--- src/rtl/iq_dsp_defs.sv ---
// Shared definitions for the IQ demodulator: width helpers and serial word-order constants.
package iq_dsp_defs;

  localparam int unsigned ARM_I = 0;
  localparam int unsigned ARM_Q = 1;

  function automatic int unsigned dwa_width(input int unsigned dwi, input int unsigned davr,
                                            input int unsigned decim_w);
    return dwi + davr + decim_w;
  endfunction

  // Width of an index over n items, never less than one bit.
  function automatic int unsigned clog2_min1(input int unsigned n);
    int unsigned w;
    w = 1;
    while ((32'd1 << w) < n) w++;
    return w;
  endfunction

endpackage

--- src/rtl/iq_accum_lane.sv ---
// One ADC lane: cos/sin mixers (2-clk latency) feeding I/Q accumulators and the dump shadow registers.
module iq_mixer #(
  parameter int unsigned NORMALIZE = 0,
  parameter int unsigned DWI       = 16,
  parameter int unsigned DWLO      = 18,
  parameter int unsigned DAVR      = 4
) (
  input  logic                          clk,
  input  logic                          rst_n,
  input  logic signed [DWI-1:0]         adc,
  input  logic signed [DWLO-1:0]        lo,
  output logic signed [DWI+DAVR-1:0]    mix
);
  localparam int unsigned DWM = DWI + DAVR;
  localparam int unsigned SH  = DWLO - 1 - DAVR;
  localparam int unsigned OW  = DWI + 6;

  logic signed [DWI:0]      x;
  logic signed [DWI+DWLO:0] prod_q;

  generate
    if (NORMALIZE != 0) begin : g_norm
      // Leaky integrator (k = 1/64) tracks the lane DC offset.
      logic signed [OW-1:0]  off_acc;
      logic signed [DWI-1:0] off;
      assign off = off_acc[OW-1:6];
      always_ff @(posedge clk) begin
        if (!rst_n) off_acc <= '0;
        else        off_acc <= off_acc + OW'(adc) - OW'(off);
      end
      assign x = {adc[DWI-1], adc} - {off[DWI-1], off};
    end else begin : g_raw
      assign x = {adc[DWI-1], adc};
    end
  endgenerate

  always_ff @(posedge clk) begin
    if (!rst_n) begin
      prod_q <= '0;
      mix    <= '0;
    end else begin
      prod_q <= x * lo;
      mix    <= DWM'(prod_q >>> SH);
    end
  end
endmodule

module iq_accum_lane
  import iq_dsp_defs::*;
#(
  parameter int unsigned NORMALIZE = 0,
  parameter int unsigned DWI       = 16,
  parameter int unsigned DWLO      = 18,
  parameter int unsigned DAVR      = 4,
  parameter int unsigned DWA       = 28
) (
  input  logic                   clk,
  input  logic                   rst_n,
  input  logic signed [DWI-1:0]  adc,
  input  logic signed [DWLO-1:0] cos,
  input  logic signed [DWLO-1:0] sin,
  input  logic                   gate_d,
  input  logic                   dump,
  input  logic                   load,
  output logic signed [DWA-1:0]  shadow_i,
  output logic signed [DWA-1:0]  shadow_q
);
  localparam int unsigned DWM = DWI + DAVR;

  logic signed [DWM-1:0] mix [2];
  logic signed [DWA-1:0] acc [2];
  logic signed [DWA-1:0] sh  [2];

  iq_mixer #(.NORMALIZE(NORMALIZE), .DWI(DWI), .DWLO(DWLO), .DAVR(DAVR)) u_mix_i (
    .clk(clk), .rst_n(rst_n), .adc(adc), .lo(cos), .mix(mix[ARM_I])
  );
  iq_mixer #(.NORMALIZE(NORMALIZE), .DWI(DWI), .DWLO(DWLO), .DAVR(DAVR)) u_mix_q (
    .clk(clk), .rst_n(rst_n), .adc(adc), .lo(sin), .mix(mix[ARM_Q])
  );

  // A dump always restarts the accumulator; the shadow only takes the frame when the serialiser can.
  always_ff @(posedge clk) begin
    if (!rst_n) begin
      for (int unsigned a = 0; a < 2; a++) begin
        acc[a] <= '0;
        sh[a]  <= '0;
      end
    end else if (gate_d) begin
      for (int unsigned a = 0; a < 2; a++) begin
        if (dump) begin
          acc[a] <= '0;
          if (load) sh[a] <= acc[a] + DWA'(mix[a]);
        end else begin
          acc[a] <= acc[a] + DWA'(mix[a]);
        end
      end
    end
  end

  assign shadow_i = sh[ARM_I];
  assign shadow_q = sh[ARM_Q];
endmodule

--- src/rtl/iq_demod_decim.sv ---
// Multichannel IQ demodulator with programmable decimation and a time-multiplexed I/Q word output.
module iq_demod_decim
  import iq_dsp_defs::*;
#(
  parameter int unsigned NORMALIZE = 0,
  parameter int unsigned NCHAN     = 2,
  parameter int unsigned DWI       = 16,
  parameter int unsigned DWLO      = 18,
  parameter int unsigned DAVR      = 4,
  parameter int unsigned DECIM_W   = 8,
  localparam int unsigned DWA      = dwa_width(DWI, DAVR, DECIM_W),
  localparam int unsigned CW       = clog2_min1(NCHAN)
) (
  input  logic                     clk,
  input  logic                     rst_n,
  input  logic [NCHAN*DWI-1:0]     adc,
  input  logic signed [DWLO-1:0]   cos,
  input  logic signed [DWLO-1:0]   sin,
  input  logic                     iq_gate,
  input  logic [DECIM_W-1:0]       decim,
  output logic signed [DWA-1:0]    out_data,
  output logic                     out_valid,
  output logic [CW-1:0]            out_chan,
  output logic                     out_iq,
  output logic                     out_sof,
  output logic                     overrun,
  input  logic                     ovr_clr
);
  localparam int unsigned NW = 2 * NCHAN;
  localparam int unsigned WW = clog2_min1(NW);

  typedef enum logic {IDLE, SEND} state_t;

  state_t               state;
  logic [WW-1:0]        widx;
  logic [CW-1:0]        wch;
  logic [1:0]           gate_sr;
  logic                 gate_d;
  logic [DECIM_W-1:0]   cnt, n_cur, n_eff, decim_eff;
  logic                 dump, last_word, load;
  logic signed [DWA-1:0] sh_i [NCHAN];
  logic signed [DWA-1:0] sh_q [NCHAN];

  assign gate_d    = gate_sr[1];
  assign decim_eff = (decim == '0) ? DECIM_W'(1) : decim;
  // The first gated sample of a frame uses the live decim; later samples use the latched value.
  assign n_eff     = (cnt == '0) ? decim_eff : n_cur;
  assign dump      = gate_d && (cnt == n_eff - DECIM_W'(1));
  assign last_word = (state == SEND) && (widx == WW'(NW - 1));
  assign load      = dump && ((state == IDLE) || last_word);
  assign wch       = CW'(widx >> 1);

  generate
    for (genvar g = 0; g < NCHAN; g++) begin : g_lane
      iq_accum_lane #(
        .NORMALIZE(NORMALIZE), .DWI(DWI), .DWLO(DWLO), .DAVR(DAVR), .DWA(DWA)
      ) u_lane (
        .clk(clk), .rst_n(rst_n), .adc(adc[g*DWI +: DWI]), .cos(cos), .sin(sin),
        .gate_d(gate_d), .dump(dump), .load(load),
        .shadow_i(sh_i[g]), .shadow_q(sh_q[g])
      );
    end
  endgenerate

  always_ff @(posedge clk) begin
    if (!rst_n) begin
      gate_sr <= '0;
      cnt     <= '0;
      n_cur   <= '0;
    end else begin
      gate_sr <= {gate_sr[0], iq_gate};
      if (gate_d) begin
        if (cnt == '0) n_cur <= decim_eff;
        cnt <= dump ? '0 : cnt + DECIM_W'(1);
      end
    end
  end

  always_ff @(posedge clk) begin
    if (!rst_n) begin
      state     <= IDLE;
      widx      <= '0;
      out_data  <= '0;
      out_valid <= 1'b0;
      out_chan  <= '0;
      out_iq    <= 1'b0;
      out_sof   <= 1'b0;
      overrun   <= 1'b0;
    end else begin
      if (load) begin
        state <= SEND;
        widx  <= '0;
      end else if (state == SEND) begin
        if (last_word) state <= IDLE;
        else           widx  <= widx + WW'(1);
      end

      if (state == SEND) begin
        out_valid <= 1'b1;
        out_sof   <= (widx == '0);
        out_chan  <= wch;
        out_iq    <= widx[0];
        out_data  <= widx[0] ? sh_q[wch] : sh_i[wch];
      end else begin
        out_valid <= 1'b0;
        out_sof   <= 1'b0;
      end

      if (dump && !load) overrun <= 1'b1;
      else if (ovr_clr)  overrun <= 1'b0;
    end
  end
endmodule

--- config.mk ---
export PLATFORM = sky130hd
export DESIGN_NAME = iq_demod_decim
export DESIGN_NICKNAME = d
export VERILOG_FILES = /design/src/rtl/iq_dsp_defs.sv /design/src/rtl/iq_accum_lane.sv /design/src/rtl/iq_demod_decim.sv
export SDC_FILE = /design/constraint.sdc
export NUM_CORES = 2
export LEC_CHECK = 0
export ABC_AREA = 1
export CAP_MARGIN = 10
export CORE_MARGIN = 5
export CORE_UTILIZATION = 32
export CTS_CLUSTER_DIAMETER = 60
export CTS_CLUSTER_SIZE = 28
export DETAILED_ROUTE_END_ITERATION = 10
export GPL_TIMING_DRIVEN = 0
export PLACE_DENSITY = 0.43
export SLEW_MARGIN = 20
export SYNTH_ARGS = -nofsm -noshare
export SYNTH_HDL_FRONTEND = slang
export SYNTH_SLANG_ARGS = --single-unit
export TNS_END_PERCENT = 5
--- constraint.sdc ---
create_clock -name clk -period 7.99 [get_ports clk]
set_clock_uncertainty 0.2 [all_clocks]
set_input_delay 1.598 -clock clk [delete_from_list [all_inputs] [get_ports clk]]
set_output_delay 1.598 -clock clk [all_outputs]
set_load 0.05 [all_outputs]
==> results_dict.tcl <==
set metrics [dict create \
    reg2reg_to "g_lane[1].u_lane.sh[0][32]" \
    io_pins 113 \
    grt.total_usage 0.240 \
    cell_count_of_the_worst_reg_to_reg_path 19 \
    placedInstanceArea_mm2 0.0697 \
    netlist_instances 8089 \
    worstReg2RegStart "cnt[0]" \
    unrepaired_setup_endpoints_after_global_routing "true" \
    timing.critical_path.from_type "primary input" \
    max_slew_margin 0.181 \
    die_footprint_mm2 0.213 \
    grt_antenna_before_repair 18 \
    buffer_ports.inserted 83 \
    detailedRoute.firstIterationViolations 4252 \
    number_of_flops_mapped_to_enable_cells_by_yosys 224 \
    first_global_vias 55148 \
    drive_above_1_share 0.0565 \
    max_capacitance_violation_total 0 \
    commonest_cells_after_routing_fill_and_taps_aside "inv_1, nand2_1, fa_1, nor2_1, ha_1" \
    worst_ep_arrival_time_ps 8220 \
    drt.antenna.violating_nets 0 \
    worst_pin_slew_ps 1220 \
    ctsRootBufferMaster "clkbuf_16" \
    final_weighted_congestion_of_routability_driven_global_placement 0.946 \
    cts_buffer_depth 3 \
    grt_first_pass_wirelength_mm 373 \
    layout_commonest_cell "inv_1" \
    routed-via-count 52545 \
    count_of_pins_over_their_slew_limit 0 \
    clock_sinks 438 \
    synth-seq-cells 438 \
    outcome "finished clean" \
    synth_area_mm2 0.0652 \
    sequential_share_of_the_synthesized_area 0.169 \
    cts-hold-fix-buffers 0 \
    detail_route.wirelength_mm 254 \
    chip_height_um 462 \
    cts_tree "done" \
    worstSetupPathType "primary input to register" \
    detail_route.first_pass.iterations 8 \
    clock_tree.htree_level_count 1 \
    rows 165 \
    initial_core_util 0.322 \
    worstPathRequired_ps 8320 \
    area_growth_syn_to_layout_pct 9.51 \
    finalNetCount 9873 \
    gr-total-overflow 0 \
    synthesis.yosys.warnings 0 \
    async_flop_share 0 \
    reg_to_reg_slack_setup_ps 3300 \
    cts.clk_slew.worst_paths_ps 90 \
    post_synth_num_cell_types 46 \
    vias_per_cell 4.81 \
    finish.utilization 0.353 \
    post_synthesis_net_count 9742 \
    insertion_delay_ps 630 \
    maximum_number_of_pins_on_one_net_before_global_route_repair 53 \
    finalCriticalPeriod_ps 7890 \
    floorplan.die.width_um 462 \
    design_area_mm2 0.0714 \
    critPathCapture "g_lane[0].u_lane.u_mix_q.prod_q[26]" \
    hold_class "register to register" \
    route.detailed.drc 0 \
    ys_dominant_reg_cell "edfxtp_1" \
    end_kind "register" \
    fmax_ghz 0.127 \
    finalCritPeriodShare 0.987 \
    dp.final_hpwl_mm 210 \
    mean_instance_size_in_the_synthesized_netlist_um2 8.07 \
    timing_hold_violations_final 0 \
    worstPathMaxFanout 10 \
    coreArea_mm2 0.203 \
    cts_inserted_buffers 29 \
    detail_route.wl_per_cell_um 23.3 \
    finalSetupViolCount 0 \
    critical_path.startpoint "sin[12]" \
]
-- synth_stat cells (all sizes together) (2+ instances only) --
cell type	n	area share
a211oi	9	0.0010
nand2	1798	0.10
and3	2	0.00019
a221oi	11	0.0015
nor2	546	0.032
nand3b	13	0.0015
xor2	59	0.0079
buf	45	0.0048
a21oi	332	0.025
o21bai	25	0.0029
edfxtp	224	0.10
clkbuf	275	0.016
o2111ai	2	0.00027
a31oi	7	0.00067
xnor2	81	0.011
nand4	49	0.0048
o21a	25	0.0029
o21ai	285	0.022
fa	1136	0.35
clkinv	3	0.00017
a21o	40	0.0046
a21boi	4	0.00046
or2	8	0.00077
o211ai	9	0.0010
nor4	19	0.0018
nor3	154	0.017
dfxtp	214	0.066
ha	437	0.084
inv	2118	0.12
o22ai	36	0.0035
nand3	117	0.0091
-- kinds of logic after synthesis --
logic type / share of synthesized area
AND/OR/NAND/NOR: 0.171
buffers and inverters: 0.143
adder cells (fa/ha/maj): 0.432
AO/OA/AOI/OAI: 0.0666
flip-flops: 0.169
XOR/XNOR: 0.0188
-- sequential cells by signal, indices dropped and copies added, names as in the netlist, 2 cells and up --
signal                        flops
g_lane.u_lane.u_mix_i.mix        40
g_lane.u_lane.u_mix_q.prod_q     40
g_lane.u_lane.u_mix_q.mix        40
g_lane.u_lane.u_mix_i.prod_q     40
cnt                               8
g_lane.u_lane.acc               112
widx                              2
out_data                         28
g_lane.u_lane.sh                112
n_cur                             8
gate_sr                           2
-- cell type report --
type	count	area [um^2]
Clock buffer	32	758
Timing Repair Buffer	104	1160
Antenna cell	4	10.0
Buffer	316	1720
Fill cell	21653	131000
Clock inverter	21	298
Inverter	2121	7970
Tap cell	2672	3340
Sequential cell	438	11000
Multi-Input combinational cell	5210	45200
-- per-stage QoR --
stage | std cells | setup TNS (ps) | setup WS (ps) | hold slack, ps
floorplan | 8089 | 0 | 722 | 190
global placement | 10844 | -287440 | -2390 | 195
detailed placement | 10853 | -90360 | -1770 | 201
CTS | 10902 | -71.2 | -71.2 | 209
global route | 10914 | -132 | -41.1 | 215
finish | 10918 | 0 | 102 | 208
-- per-layer routing --
layer  up-vias  routed length (um)  track usage
li1      24271                   -            -
met1     26391              114000        0.341
met2      1624              112000        0.380
met3       253               17100       0.0320
met4         6               10000       0.0785
met5         -                  45            0
-- critical path, stage by stage --
cell	delay, ps
clkdlybuf4s50_1	800
clkbuf_2	560
nand2_1	110
inv_1	90
fa_1	410
inv_1	100
fa_1	440
fa_1	530
inv_1	60
fa_1	500
fa_1	490
inv_1	50
fa_1	480
inv_1	50
ha_1	390
a21oi_1	310
inv_1	70
a21oi_1	190
o21ai_0	150
a221oi_1	380
nand2_1	130
nand2_1	90
nand2_1	50
nor2_1	170
-- worst min path at each step --
stage                                        startpoint                          endpoint  slack (ps)  cells after the start
floorplan           g_lane[0].u_lane.u_mix_i.prod_q[13]   g_lane[0].u_lane.u_mix_i.mix[0]         190                      2
global placement                             gate_sr[0]                        gate_sr[1]         200                      2
detailed placement  g_lane[0].u_lane.u_mix_i.prod_q[28]  g_lane[0].u_lane.u_mix_i.mix[15]         200                      2
CTS                 g_lane[0].u_lane.u_mix_q.prod_q[27]  g_lane[0].u_lane.u_mix_q.mix[14]         210                      2
global route        g_lane[0].u_lane.u_mix_q.prod_q[30]  g_lane[0].u_lane.u_mix_q.mix[17]         220                      2
finish              g_lane[0].u_lane.u_mix_q.prod_q[27]  g_lane[0].u_lane.u_mix_q.mix[14]         210                      2
-- timing repair --
action | 4_1_cts | 5_1_grt
resized for setup | 142 | 288
buffers inserted | 0 | 12
setup endpoints to repair | 72 | 49
pin swaps | 0 | 5
Power is not shown: default switching activity piles up to over one toggle a cycle in this logic, so the estimate is an artifact.
